--- config.mk ---
export PLATFORM = sky130hd
export DESIGN_NAME = seq_bin_to_bcd
export DESIGN_NICKNAME = d
export VERILOG_FILES = /design/src/rtl/seq_bin_to_bcd.sv
export SDC_FILE = /design/constraint.sdc
export NUM_CORES = 1
export LEC_CHECK = 0
export BUFFER_PORTS_ARGS = -buffer_cell sky130_fd_sc_hd__buf_2
export CAP_MARGIN = 40
export CORE_MARGIN = 2
export CORE_UTILIZATION = 35
export CTS_BUF_LIST = sky130_fd_sc_hd__clkbuf_4
export DETAILED_ROUTE_END_ITERATION = 10
export SYNTH_ARGS = -nofsm -noshare
export SYNTH_HDL_FRONTEND = slang
export SYNTH_SLANG_ARGS = --single-unit
--- constraint.sdc ---
create_clock -name clk -period 2.8 [get_ports clk]
set_input_delay 0.42 -clock clk [delete_from_list [all_inputs] [get_ports clk]]
set_output_delay 0.42 -clock clk [all_outputs]
set_load 0.01 [all_outputs]
--- src/rtl/seq_bin_to_bcd.sv ---
// Sequential binary-to-BCD converter (shift-and-add-3, one iteration per clock).
// Takes start/bin_in, runs BIN_W iterations, then updates bcd_out/neg/overflow
// and pulses done for one cycle. Signed operands are converted by magnitude.
module seq_bin_to_bcd #(
    parameter int BIN_W       = 16,
    parameter int DIGITS      = 5,
    parameter int SIGNED_MODE = 0
) (
    input  logic                  clk,
    input  logic                  rst_n,
    input  logic                  start,
    input  logic [BIN_W-1:0]      bin_in,
    output logic                  busy,
    output logic                  done,
    output logic [4*DIGITS-1:0]   bcd_out,
    output logic                  neg,
    output logic                  overflow
);

    localparam int BCD_W = 4 * DIGITS;
    localparam int CNT_W = (BIN_W > 1) ? $clog2(BIN_W) : 1;
    localparam logic [CNT_W-1:0] LAST_ITER = CNT_W'(BIN_W - 1);

    typedef enum logic [1:0] {
        IDLE = 2'd0,
        CONV = 2'd1,
        DONE = 2'd2
    } state_t;

    state_t state;
    state_t state_nxt;

    logic [BIN_W-1:0] mag;
    logic [BCD_W-1:0] dig;
    logic [CNT_W-1:0] cnt;
    logic             sign_pend;
    logic             ovf_pend;

    logic             capture;
    logic [BIN_W-1:0] mag_in;
    logic             sign_in;
    logic [BCD_W-1:0] dig_adj;

    // Add 3 to every digit that is 5 or more; each digit wraps in 4 bits on its own.
    function automatic logic [BCD_W-1:0] add3_digits(input logic [BCD_W-1:0] d);
        logic [BCD_W-1:0] r;
        r = d;
        for (int i = 0; i < DIGITS; i++) begin
            if (d[4*i +: 4] >= 4'd5) begin
                r[4*i +: 4] = d[4*i +: 4] + 4'd3;
            end
        end
        return r;
    endfunction

    // Magnitude of the operand; the most negative value maps to 2^(BIN_W-1).
    function automatic logic [BIN_W-1:0] magnitude(input logic signed [BIN_W-1:0] v);
        logic signed [BIN_W-1:0] n;
        n = -v;
        if ((SIGNED_MODE != 0) && v[BIN_W-1]) begin
            return $unsigned(n);
        end
        return $unsigned(v);
    endfunction

    assign mag_in  = magnitude($signed(bin_in));
    // A negative two's-complement value always has a nonzero magnitude.
    assign sign_in = (SIGNED_MODE != 0) && bin_in[BIN_W-1];
    assign dig_adj = add3_digits(dig);

    // State register.
    always_ff @(posedge clk or negedge rst_n) begin
        if (!rst_n) begin
            state <= IDLE;
        end else begin
            state <= state_nxt;
        end
    end

    // Next-state logic, busy and operand-capture strobe.
    always_comb begin
        state_nxt = state;
        capture   = 1'b0;
        busy      = 1'b0;
        case (state)
            IDLE: begin
                if (start) begin
                    capture   = 1'b1;
                    state_nxt = CONV;
                end
            end
            CONV: begin
                busy = 1'b1;
                if (cnt == LAST_ITER) begin
                    state_nxt = DONE;
                end
            end
            DONE: begin
                if (start) begin
                    capture   = 1'b1;
                    state_nxt = CONV;
                end else begin
                    state_nxt = IDLE;
                end
            end
            default: begin
                state_nxt = IDLE;
            end
        endcase
    end

    // Working registers: capture operand, then one add-3/shift iteration per CONV cycle.
    always_ff @(posedge clk or negedge rst_n) begin
        if (!rst_n) begin
            mag       <= '0;
            dig       <= '0;
            cnt       <= '0;
            sign_pend <= 1'b0;
            ovf_pend  <= 1'b0;
        end else if (capture) begin
            mag       <= mag_in;
            dig       <= '0;
            cnt       <= '0;
            sign_pend <= sign_in;
            ovf_pend  <= 1'b0;
        end else if (state == CONV) begin
            dig <= {dig_adj[BCD_W-2:0], mag[BIN_W-1]};
            mag <= {mag[BIN_W-2:0], 1'b0};
            cnt <= cnt + 1'b1;
            // A 1 leaving the top digit means the result needs more digits.
            if (dig_adj[BCD_W-1]) begin
                ovf_pend <= 1'b1;
            end
        end
    end

    // Result registers: updated only from the DONE state, so no intermediate values show.
    always_ff @(posedge clk or negedge rst_n) begin
        if (!rst_n) begin
            done     <= 1'b0;
            bcd_out  <= '0;
            neg      <= 1'b0;
            overflow <= 1'b0;
        end else begin
            done <= (state == DONE);
            if (state == DONE) begin
                bcd_out  <= dig;
                neg      <= sign_pend;
                overflow <= ovf_pend;
            end
        end
    end

endmodule

==> results_tabular.tex <==
\begin{tabular}{lr}
\hline
Metric & Value \\
\hline
\multicolumn{2}{l}{\textbf{Synth}} \\
\quad Net count of the mapped netlist & 289 \\
\quad Fraction of synthesis flops using an asynchronous set or reset pin & 1.00 \\
\quad Syn Inst Count & 259 \\
\quad \#FFs+latches synth & 65 \\
\quad Part of the Yosys area used for sequential elements & 0.549 \\
\quad Number of synthesized flops with an enable pin & 0 \\
\quad Post-synth design cell area & 2960 um2 \\
\quad Average cell area after synthesis & 11.4 um2 \\
\quad Count of cell types in the netlist & 39 \\
\quad Number of warnings reported in the yosys synthesis log & 0 \\
\quad Leading register cell type out of synthesis & sky130\_fd\_sc\_hd\_\_dfrtp\_1 \\
\multicolumn{2}{l}{\textbf{Placed design}} \\
\quad DP Area & 3220 um2 \\
\quad DPL Wire Length & 3520 um \\
\quad Final Wtd Congestion & 0.755 \\
\quad Input/output buffers & 41 \\
\multicolumn{2}{l}{\textbf{STA}} \\
\quad Finish-stage setup viols & 0 \\
\quad Final Slew Violations & 0 \\
\quad Worst-case hold slack & -0.00554 ns \\
\quad Setup Total Neg Slack & 0 ns \\
\quad Final hold violations & 2 \\
\quad Worst-case clock skew & 0.00845 ns \\
\quad Setup repair after global routing missed its margin & false \\
\quad Timing-limited maximum frequency & 475 MHz \\
\quad Ratio of final minimum period to clock period & 0.753 \\
\quad Min Tclk post-route & 2.11 ns \\
\multicolumn{2}{l}{\textbf{Layout}} \\
\quad Sequential cell area in the final layout & 1630 um2 \\
\quad Most common cell after layout, fill and taps aside & sky130\_fd\_sc\_hd\_\_dfrtp\_1 \\
\quad Count of nets after finishing & 329 \\
\quad Post-Layout Inst Area & 3320 um2 \\
\quad Combined area of the multi-input logic cells & 1190 um2 \\
\quad Fill cell instance count of the final layout & 842 \\
\quad Diodes inserted & 0 \\
\quad Layout cells sized above 1 & 0.257 \\
\quad Commonest cells after routing, fill and taps aside & 65 x sky130\_fd\_sc\_hd\_\_dfrtp\_1, 46 x sky130\_fd\_sc\_hd\_\_nand2\_1, 41 x sky130\_fd\_sc\_hd\_\_buf\_2 \\
\quad Area growth, synth to finish & 12.2\% \\
\multicolumn{2}{l}{\textbf{Global routing}} \\
\quad Pin count of the biggest net entering global routing & 66 \\
\quad Met3 track demand over resource & 0.0572 \\
\quad Global routing met1 resource utilization & 0.167 \\
\quad Vias in the first global route & 1963 \\
\quad Number of antenna violations at the first check in global routing & 0 \\
\quad Met2 track demand over resource & 0.207 \\
\quad Wire length of the first global-routing pass & 9330 um \\
\quad Global-route total usage across every layer & 0.133 \\
\quad Overflow after GRT & 0 \\
\quad Busiest layer in global routing & met2 \\
\multicolumn{2}{l}{\textbf{Critical path}} \\
\quad Max stage delay cell, worst path & sky130\_fd\_sc\_hd\_\_dfrtp\_1 \\
\quad Category of the worst setup path capture point & primary output \\
\quad Largest incremental delay on the critical path & 0.42 ns \\
\quad Slack of the worst reg-to-reg path & 1.20 ns \\
\quad Data required time of the worst path & 2.38 ns \\
\quad Worst setup SP type & flop \\
\quad CP delay by family, top & buffers and inverters \\
\quad Max Fanout on Critical Path & 32 \\
\quad Worst endpoint data arrival time & 1.69 ns \\
\quad Combined buffer and inverter count along the critical path & 2 \\
\quad Critical path start-end classification & flop to primary output \\
\quad Ordered list of cells on the worst path & nand2b\_4, inv\_4, buf\_2 \\
\multicolumn{2}{l}{\textbf{Power}} \\
\quad Proportion of power drawn by the clock network & 0.141 \\
\quad Static Leakage & 1.59 nW \\
\quad Portion of total power attributed to sequential cells & 0.445 \\
\quad Areal power density over the cells & 1070 nW/um2 \\
\quad Net switching share of the total power & 0.392 \\
\quad Net Sw Power & 1.39 mW \\
\quad P\_int & 2.16 mW \\
\quad Fraction of power consumed by combinational cells & 0.414 \\
\quad Maximum VDD drop & 0.491 mV \\
\multicolumn{2}{l}{\textbf{CTS}} \\
\quad CTS clock-pin slew for the worst setup and hold paths & 0.10 ns \\
\quad Number of buffers inserted for hold repair after clock tree synthesis & 0 \\
\quad Inserted Clock Buffers & 9 \\
\quad H-tree depth & 3 \\
\quad Number of clock sinks seen by CTS & 65 \\
\quad Buffer depth of the longest clock path & 2 \\
\quad Clock tree from TritonCTS & done \\
\quad Source-to-sink clock delay at the later pin of the worst-skew pair & 0.40 ns \\
\quad Root Buffer & sky130\_fd\_sc\_hd\_\_clkbuf\_4 \\
\quad Count of buffers added by post-CTS timing repair for setup & 0 \\
\quad Resize count post-CTS & 0 \\
\multicolumn{2}{l}{\textbf{Drt}} \\
\quad Drt total wl & 5510 um \\
\quad Total number of vias & 2026 \\
\quad Number of design rule violations left after detail routing & 0 \\
\quad Wire per inst & 13.5 um \\
\quad Number of vias per cell & 4.95 \\
\quad Iteration-0 DRC Markers & 157 \\
\quad Antenna Nets Post-Route & 0 \\
\quad Total iterations of the first detailed-routing run & 4 \\
\multicolumn{2}{l}{\textbf{Die}} \\
\quad Starting Density & 0.361 \\
\quad Overall die area & 9220 um2 \\
\quad \# IOs & 43 \\
\quad Placeable core region & 8220 um2 \\
\quad Die Ht & 96.0 um \\
\quad Placement Rows & 33 \\
\quad Die Wd & 96.0 um \\
\multicolumn{2}{l}{\textbf{Status}} \\
\quad Status & complete, but fails checks \\
\quad Violations in the final reports & negative hold slack \\
\multicolumn{2}{l}{\textbf{Flow run}} \\
\quad \# Max-Cap Violations & 0 \\
\multicolumn{2}{l}{\textbf{Hold path}} \\
\quad Classification of the worst-slack hold path & input port to async pin \\
\hline
\end{tabular}
==> flip-flops by register name (all words and copies together), names as in the netlist <==
name and cells:
overflow 1, ovf_pend 1, dig 20, done 1, state 2, bcd_out 20
cnt 4, mag 16
==> metal layers <==
layer  routed length [um]  up-vias
met5                    0        -
li1                     -      991
met3                  378        7
met1                 2570      980
met2                 2490       48
met4                   69        0
==> worst reg2reg max path, delay by kind of cell, from the launching register on <==
family                 cells  cell delay, ns
AOI/OAI and AO/OA          1            0.26
buffers and inverters      1            0.36
DFF                        1            0.42
and+or+nand+nor            2            0.45
==> logic make-up after synthesis <==
group | count (synthesis) | share of synthesized area
other cells | 1 | 0.00127
compound gates | 68 | 0.166
simple gates | 65 | 0.108
xor+xnor | 9 | 0.0266
fa+ha+maj | 11 | 0.0464
buf+inv | 26 | 0.0511
mux | 14 | 0.0519
flops | 65 | 0.549
==> cell usage after synthesis (2+ instances only) <==
master / count / area share
sky130_fd_sc_hd__nand3_1: 4 / 0.0068
sky130_fd_sc_hd__o22ai_1: 5 / 0.011
sky130_fd_sc_hd__xor2_1: 4 / 0.012
sky130_fd_sc_hd__ha_1: 11 / 0.046
sky130_fd_sc_hd__inv_1: 11 / 0.014
sky130_fd_sc_hd__a21oi_2: 3 / 0.0089
sky130_fd_sc_hd__xnor2_1: 5 / 0.015
sky130_fd_sc_hd__buf_6: 4 / 0.015
sky130_fd_sc_hd__mux2_2: 11 / 0.042
sky130_fd_sc_hd__mux2i_1: 3 / 0.010
sky130_fd_sc_hd__buf_4: 4 / 0.010
sky130_fd_sc_hd__buf_2: 5 / 0.0084
sky130_fd_sc_hd__o311ai_1: 2 / 0.0059
sky130_fd_sc_hd__nand2b_1: 5 / 0.011
sky130_fd_sc_hd__nand2_1: 46 / 0.058
sky130_fd_sc_hd__o32ai_1: 2 / 0.0059
sky130_fd_sc_hd__a21oi_1: 3 / 0.0051
sky130_fd_sc_hd__nand2b_4: 2 / 0.0093
sky130_fd_sc_hd__a22o_1: 5 / 0.015
sky130_fd_sc_hd__o21ai_0: 19 / 0.032
sky130_fd_sc_hd__dfrtp_1: 65 / 0.55
sky130_fd_sc_hd__a32o_1: 5 / 0.017
sky130_fd_sc_hd__a22oi_1: 15 / 0.038
sky130_fd_sc_hd__o31ai_1: 5 / 0.013
==> path summary, 6_finish.rpt <==
kind                                      endpoint               startpoint  cells past startpoint
setup / recovery                              busy     state[1]$_DFFE_PN0P_                      3
hold / removal                  mag[9]$_DFFE_PN0P_                    rst_n                      2
setup reg to reg                dig[6]$_DFFE_PN0P_     state[1]$_DFFE_PN0P_                      4
hold reg to reg            bcd_out[12]$_DFFE_PN0N_  bcd_out[12]$_DFFE_PN0N_                      2
max in group asynchronous       dig[0]$_DFFE_PN0P_                    rst_n                      2
min in group clk               mag[10]$_DFFE_PN0P_               bin_in[10]                      3
==> per-stage QoR <==
step            util  instances  worst slack, ns  power (mW)
2_1_floorplan      -        259             1.44        2.74
3_3_place_gp   0.392        393             1.13        3.04
3_5_place_dp   0.392        393             1.11        3.09
4_1_cts        0.405        409            0.645        3.61
5_1_grt        0.405        409            0.590        3.88
6_report       0.405        409            0.693        3.55
==> cell type report <==
type	count	area share
Clock buffer	10	0.0226
Sequential cell	65	0.489
Multi-Input combinational cell	168	0.357
Inverter	12	0.0143
Clock inverter	6	0.00753
Tap cell	105	0.0395
Timing Repair Buffer	43	0.0700
==> power by group through the flow <==
stage	registers, mW	logic, mW	clock network [mW]
2_1_floorplan	1.59	1.15	0
3_3_place_gp	1.59	1.45	0
3_5_place_dp	1.60	1.49	0
4_1_cts	1.58	1.50	0.525
5_1_grt	1.63	1.69	0.563
6_report	1.58	1.47	0.500
Power figures use the tool's default switching activity.
